File: src/rtl/pamat_pkg.sv
`default_nettype none
// ============================================================================
// Module   : pamat_pkg
// Purpose  : Shared types and default sizes for the moja_pamat FIFO
//            controller and its output buffer.
// Contents : c_ADDRW_DEFAULT / c_DATAW_DEFAULT - default RAM address/data width
//            ptr_t  - RAM pointer at the default address width
//            cnt_t  - word counter at the default address width (one extra bit)
//            gnt_e  - single-port RAM grant per cycle
// Revision : 1.0 - initial release
// ============================================================================
package pamat_pkg;

    localparam int c_ADDRW_DEFAULT = 10;
    localparam int c_DATAW_DEFAULT = 16;

    typedef logic [c_ADDRW_DEFAULT-1:0] ptr_t;
    typedef logic [c_ADDRW_DEFAULT:0]   cnt_t;

    typedef enum logic [1:0] {
        GNT_NONE = 2'd0,
        GNT_WR   = 2'd1,
        GNT_RD   = 2'd2
    } gnt_e;

endpackage
`default_nettype wire

File: src/rtl/pamat_outbuf.sv
`default_nettype none
// ============================================================================
// Module   : pamat_outbuf
// Purpose  : 2-entry valid/ready skid FIFO that catches RAM read data one
//            cycle after the read is issued. Entry 0 is always the head.
// Ports    : clk, rst_n      - clock, asynchronous active-low reset
//            push, push_data - write one word (captured RAM data)
//            pop             - head word consumed this cycle
//            occ             - number of valid entries (0..2)
//            data, valid     - head word and its valid flag
// Revision : 1.0 - initial release
// ============================================================================
module pamat_outbuf
    import pamat_pkg::*;
#(
    parameter int dataw = c_DATAW_DEFAULT
) (
    input  logic             clk,
    input  logic             rst_n,
    input  logic             push,
    input  logic [dataw-1:0] push_data,
    input  logic             pop,
    output logic [1:0]       occ,
    output logic [dataw-1:0] data,
    output logic             valid
);

    logic [dataw-1:0] r_e0;
    logic [dataw-1:0] r_e1;
    logic [1:0]       r_occ;

    always_ff @(posedge clk or negedge rst_n) begin
        if (!rst_n) begin
            r_e0  <= '0;
            r_e1  <= '0;
            r_occ <= 2'd0;
        end else begin
            case ({push, pop})
                2'b10: begin
                    // Upstream read credit guarantees no push into a full buffer.
                    if (r_occ == 2'd0) begin
                        r_e0  <= push_data;
                        r_occ <= 2'd1;
                    end else if (r_occ == 2'd1) begin
                        r_e1  <= push_data;
                        r_occ <= 2'd2;
                    end
                end
                2'b01: begin
                    if (r_occ != 2'd0) begin
                        r_e0  <= r_e1;
                        r_occ <= r_occ - 2'd1;
                    end
                end
                2'b11: begin
                    // Pop and capture together: occupancy holds, new word goes last.
                    if (r_occ == 2'd2) begin
                        r_e0 <= r_e1;
                        r_e1 <= push_data;
                    end else if (r_occ == 2'd1) begin
                        r_e0 <= push_data;
                    end else begin
                        r_e0  <= push_data;
                        r_occ <= 2'd1;
                    end
                end
                default: ;
            endcase
        end
    end

    assign occ   = r_occ;
    assign data  = r_e0;
    assign valid = (r_occ != 2'd0);

endmodule
`default_nettype wire

File: src/rtl/pamat_fifo_ctrl.sv
`default_nettype none
// ============================================================================
// Module   : pamat_fifo_ctrl
// Purpose  : Stream FIFO controller in front of the single-port synchronous
//            RAM moja_pamat. Arbitrates one RAM access per cycle between the
//            write stream and read-ahead into a 2-entry output buffer.
// Ports    : CLK, RST                       - clock, async active-low reset
//            IN_DATA/IN_VALID/IN_READY      - upstream write stream
//            OUT_DATA/OUT_VALID/OUT_READY   - downstream read stream
//            MEM_ADDR/MEM_DATAIN/MEM_WRITE/MEM_ENABLE/MEM_DATAOUT - RAM port
//            LEVEL                          - words held (RAM + in flight + buffer)
//            FULL, EMPTY                    - RAM full / nothing held at all
// Revision : 1.0 - initial release
// ============================================================================
module pamat_fifo_ctrl
    import pamat_pkg::*;
#(
    parameter int addrw = c_ADDRW_DEFAULT,
    parameter int dataw = c_DATAW_DEFAULT
) (
    input  logic             CLK,
    input  logic             RST,
    input  logic [dataw-1:0] IN_DATA,
    input  logic             IN_VALID,
    output logic             IN_READY,
    output logic [dataw-1:0] OUT_DATA,
    output logic             OUT_VALID,
    input  logic             OUT_READY,
    output logic [addrw-1:0] MEM_ADDR,
    output logic [dataw-1:0] MEM_DATAIN,
    output logic             MEM_WRITE,
    output logic             MEM_ENABLE,
    input  logic [dataw-1:0] MEM_DATAOUT,
    output logic [addrw+1:0] LEVEL,
    output logic             FULL,
    output logic             EMPTY
);

    localparam logic [addrw:0] c_depth = {1'b1, {addrw{1'b0}}};

    logic [addrw-1:0] r_wr_ptr;
    logic [addrw-1:0] r_rd_ptr;
    logic [addrw:0]   r_count;
    logic             r_rd_pend;
    logic             r_rr;

    logic [1:0]       w_occ;
    logic             w_pop;
    logic [2:0]       w_credit;
    logic             w_rd_want;
    logic             w_wr_want;
    logic             w_full;
    gnt_e             w_gnt;

    assign w_full = (r_count == c_depth);
    assign w_pop  = OUT_VALID & OUT_READY;

    // Words already headed for the buffer; a read may only be issued if the
    // buffer still has room after this cycle's pop.
    assign w_credit  = {1'b0, w_occ} + {2'b00, r_rd_pend};
    assign w_rd_want = (r_count != '0) && (w_credit < (3'd2 + {2'b00, w_pop}));
    assign w_wr_want = IN_VALID & ~w_full;

    // On a tie, the side that did not get the previous grant wins.
    always_comb begin
        w_gnt = GNT_NONE;
        if (RST) begin
            if (w_rd_want && (!w_wr_want || !r_rr)) begin
                w_gnt = GNT_RD;
            end else if (w_wr_want) begin
                w_gnt = GNT_WR;
            end
        end
    end

    // IN_VALID only matters through the tie rule, which the rr term resolves
    // without a combinational loop.
    assign IN_READY   = RST & ~w_full & ~(w_rd_want & ~r_rr);
    assign MEM_ENABLE = (w_gnt != GNT_NONE);
    assign MEM_WRITE  = (w_gnt == GNT_WR);
    assign MEM_ADDR   = (w_gnt == GNT_RD) ? r_rd_ptr :
                        (w_gnt == GNT_WR) ? r_wr_ptr : '0;
    assign MEM_DATAIN = (w_gnt == GNT_WR) ? IN_DATA : '0;

    always_ff @(posedge CLK or negedge RST) begin
        if (!RST) begin
            r_wr_ptr  <= '0;
            r_rd_ptr  <= '0;
            r_count   <= '0;
            r_rd_pend <= 1'b0;
            r_rr      <= 1'b0;
        end else begin
            r_rd_pend <= (w_gnt == GNT_RD);
            case (w_gnt)
                GNT_WR: begin
                    r_wr_ptr <= r_wr_ptr + 1'b1;
                    r_count  <= r_count + 1'b1;
                    r_rr     <= 1'b0;
                end
                GNT_RD: begin
                    r_rd_ptr <= r_rd_ptr + 1'b1;
                    r_count  <= r_count - 1'b1;
                    r_rr     <= 1'b1;
                end
                default: ;
            endcase
        end
    end

    // RAM data is valid the cycle after the read was issued.
    pamat_outbuf #(
        .dataw     (dataw)
    ) u_outbuf (
        .clk       (CLK),
        .rst_n     (RST),
        .push      (r_rd_pend),
        .push_data (MEM_DATAOUT),
        .pop       (w_pop),
        .occ       (w_occ),
        .data      (OUT_DATA),
        .valid     (OUT_VALID)
    );

    assign LEVEL = (addrw+2)'(r_count) + (addrw+2)'(r_rd_pend) + (addrw+2)'(w_occ);
    assign FULL  = w_full;
    assign EMPTY = (LEVEL == '0);

endmodule
`default_nettype wire

File: config.mk
export PLATFORM = sky130hd
export DESIGN_NAME = pamat_fifo_ctrl
export DESIGN_NICKNAME = d
export VERILOG_FILES = /design/src/rtl/pamat_pkg.sv /design/src/rtl/pamat_outbuf.sv /design/src/rtl/pamat_fifo_ctrl.sv
export SDC_FILE = /design/constraint.sdc
export NUM_CORES = 1
export LEC_CHECK = 0
export BUFFER_PORTS_ARGS = -buffer_cell sky130_fd_sc_hd__buf_2
export CAP_MARGIN = 40
export CORE_MARGIN = 1
export CORE_UTILIZATION = 58
export CTS_CLUSTER_SIZE = 40
export DETAILED_ROUTE_END_ITERATION = 10
export PLACE_DENSITY = 0.84
export REMOVE_ABC_BUFFERS = 1
export SYNTH_ARGS = -nofsm -noshare
export SYNTH_HDL_FRONTEND = slang
export SYNTH_SLANG_ARGS = --single-unit
export TNS_END_PERCENT = 5
File: constraint.sdc
create_clock -name CLK -period 5.4 [get_ports CLK]
set_input_delay 0.27 -clock CLK [delete_from_list [all_inputs] [get_ports CLK]]
set_output_delay 0.27 -clock CLK [all_outputs]
set_load 0.01 [all_outputs]
==> results by group <==
Timing
  – Setup_tns: 0 ps
  – Final max-slew violation count: 0
  – Worst-Margin Slew: 959 ps
  – Fmax: 0.235 GHz
  – Layout Skew: 13.1 ps
  – Setup Viol. Count Final: 0
  – RSZ-0062 raised after global routing: false
  – Relative slew slack: 0.361
  – Final period utilization: 0.789
  – Endpoints failing hold: 0
  – Final min period: 4260 ps
  – Final worst slack: 1140 ps

GRT
  – Initial antenna violation count: 0
  – Pin count of the biggest net entering global routing: 39
  – Grt met3 use: 0.0545
  – Global-route wire length before repair: 14,000 um
  – Global Route Usage Sum: 0.242
  – Grt ovf: 0
  – Met1 Use GR: 0.299
  – Global route hottest layer: met2
  – Number of global-route vias before repair: 3,197
  – Met2 Resource Use GR: 0.424

CTS
  – Hold Buf Count CTS: 0
  – CTS H-Tree Depth: 3
  – Root buffer cell: clkbuf_8
  – CTS resizes: 0
  – Clock sinks: 67
  – Max clock buf depth: 2
  – Setup bufs post-CTS: 0
  – Num CTS Buffers: 9
  – Clock transition at path regs: 90 ps
  – Worst-Skew Late Latency: 350 ps
  – CTS tree: done

Critical path
  – R2r startpoint: u_outbuf.occ[1]
  – Reg2Reg Depth: 15
  – Critical Path RT: 5660 ps
  – Largest delay share family, worst path: simple AND/OR/NAND/NOR gates
  – WP buf/inv: 2
  – Register-to-register setup slack: 1140 ps
  – Capturing element type of the critical path: flop
  – CP Launch Type: flop
  – RR Endpoint: r_count[10]
  – Crit-path max cell delay: 420 ps
  – Slowest CP cell: dfrtp_1
  – Worst path most repeated cell: ha_1
  – CP arrival: 4520 ps
  – Top fanout value on the critical path: 31
  – Critical-path cell list: inv_1, ha_1, and2b_1, nand2b_1, a21oi_1, or3b_1, nand4_1, ha_1, buf_4, ha_1, and3_1, a2111oi_0, a211oi_1, mux2i_1, xor2_1
  – Setup CP Type: flop to flop

Placed design
  – Routability congestion estimate from global placement: 0.807
  – HPWL Detailed: 5990 um
  – IO Port Bufs: 95
  – Pre-CTS WS: 1220 ps
  – Number of cells in the design after placement: 561

Floorplanning
  – Die area: 0.00723 mm2
  – Initial Util: 0.615
  – Core area: 0.00649 mm2
  – IO Pins: 96
  – Die height: 85.0 um
  – Die width: 85.0 um
  – FP Rows: 29

Routing
  – DR pass1 iterations: 4
  – Vias: 3,264
  – DR iter-0 viols: 140
  – Drt via density: 5.66
  – Drt drc: 0
  – Avg WL per Cell: 14.2 um
  – Routed WL: 8220 um
  – ANT nets after route: 0

Yosys
  – Synth async-reset ratio: 1.00
  – Post-synthesis cell count: 398
  – Flops & latches, synth: 67
  – Synthesized area: 0.00400 mm2
  – Netlist cell types: 52
  – Post-synth EDFFs: 0
  – Synth warn: 0
  – Dominant synthesized flop cell: dfrtp_1
  – Syn Area/Cell: 10.0 um2
  – Sequential cell area fraction in the yosys report: 0.419

Min path
  – HP Class: input pin to asynchronous set/reset pin

Finish
  – Final #Nets: 554
  – Antenna diode count: 0
  – Share of cells above drive strength 1: 0.298
  – Filler cell count: 464
  – Fin cells: 577
  – Most frequent cells in the layout: buf_2 (95), dfrtp_1 (67), nand2_1 (52)
  – Area growth syn-to-layout: 19.0%
  – Commonest non-fill, non-tap cell in the layout: buf_2

Power
  – Pwr Density: 606 mW/mm2
  – VDD IR max: 0.000216 V
  – Pleak: 2.35 nW

Job
  – Max-Cap Viols: 0

Status
  – Outcome: finished, final reports clean
[routing by layer]
layer  up-vias  wire length, um
met5         -                0
met4         0              110
met3        11              404
met2       100             4040
met1      1555             3660
li1       1598                -
[kinds of logic after synthesis]
logic type	after synthesis	synth area share
AOI/OAI and AO/OA	72	0.117
xor gates and xnor gates	33	0.0723
adders and majority gates	23	0.0776
buffers and inverters	28	0.0322
DFF	67	0.419
muxes	40	0.107
and+or+nand+nor	135	0.175
[Yosys cell counts, types with 2 or more instances]
cell type / number / area share
a21oi_1: 8 / 0.010
and2_1: 19 / 0.030
fa_1: 3 / 0.015
xor2_1: 9 / 0.020
nand2b_1: 4 / 0.0063
nor3_1: 3 / 0.0038
a211oi_1: 4 / 0.0075
inv_1: 14 / 0.013
and3_1: 7 / 0.011
ha_1: 20 / 0.063
buf_2: 2 / 0.0025
nor4_1: 3 / 0.0047
o2111ai_1: 3 / 0.0066
clkbuf_1: 9 / 0.0085
a21o_2: 3 / 0.0066
nand3b_1: 2 / 0.0038
nor2_1: 11 / 0.010
xnor2_1: 24 / 0.053
o21ai_0: 36 / 0.045
nand2_1: 52 / 0.049
and2b_2: 2 / 0.0044
a21o_1: 4 / 0.0075
a2111oi_0: 2 / 0.0044
nor2b_1: 3 / 0.0047
nand4_1: 8 / 0.013
mux2i_1: 18 / 0.045
o311ai_0: 2 / 0.0044
nand3_1: 12 / 0.015
dfrtp_1: 67 / 0.42
mux2_2: 22 / 0.062
[sequential cells by signal (all words and copies together) (netlist names)]
| name | cells |
|---|---|
| r_rd_ptr | 10 |
| u_outbuf.occ | 2 |
| u_outbuf.r_e1 | 16 |
| u_outbuf.data | 16 |
| r_rr | 1 |
| r_wr_ptr | 10 |
| r_rd_pend | 1 |
| r_count | 11 |
[stage by stage]
step / power [mW] / hold slack (ps) / utilization / cell area [um2]
final: 2.89 / 15.2 / 0.733 / 4760
after global routing: 3.12 / 57.3 / 0.733 / 4760
after CTS: 2.89 / 17.7 / 0.733 / 4760
after detailed placement: 2.45 / 402 / 0.700 / 4550
after global placement: 2.37 / 400 / 0.696 / 4520
after floorplan: 1.98 / -25.6 / - / 3920
[worst max-delay path by stage]
stage,startpoint,endpoint,slack (ps),cells past startpoint
finish,u_outbuf.occ[1],r_count[10],1140,15
global route,u_outbuf.occ[1],r_count[10],720,15
global placement,u_outbuf.occ[1],r_count[10],1340,15
floorplan,u_outbuf.occ[1],r_count[8],1290,14
detailed placement,u_outbuf.occ[1],r_count[10],1220,15
CTS,u_outbuf.occ[1],r_count[10],1160,15
[report_power, final]
part           internal (mW)  total [mW]  switching (mW)
Sequential             0.715       0.925           0.209
Combinational          0.716        1.53           0.813
Clock                  0.222       0.431           0.209
Total                   1.65        2.89            1.23
[area by class of cell]
| class | instances | area [um2] | area share |
|---|---|---|---|
| timing repair buffer | 100 | 528 | 0.111 |
| clock inverter | 7 | 85.1 | 0.0179 |
| multi-input combinational | 303 | 2200 | 0.461 |
| inverter | 14 | 52.6 | 0.0110 |
| sequential | 67 | 1680 | 0.352 |
| tap | 77 | 96.3 | 0.0202 |
| clock buffer | 9 | 124 | 0.0260 |
(Power assumes the default switching activity.)
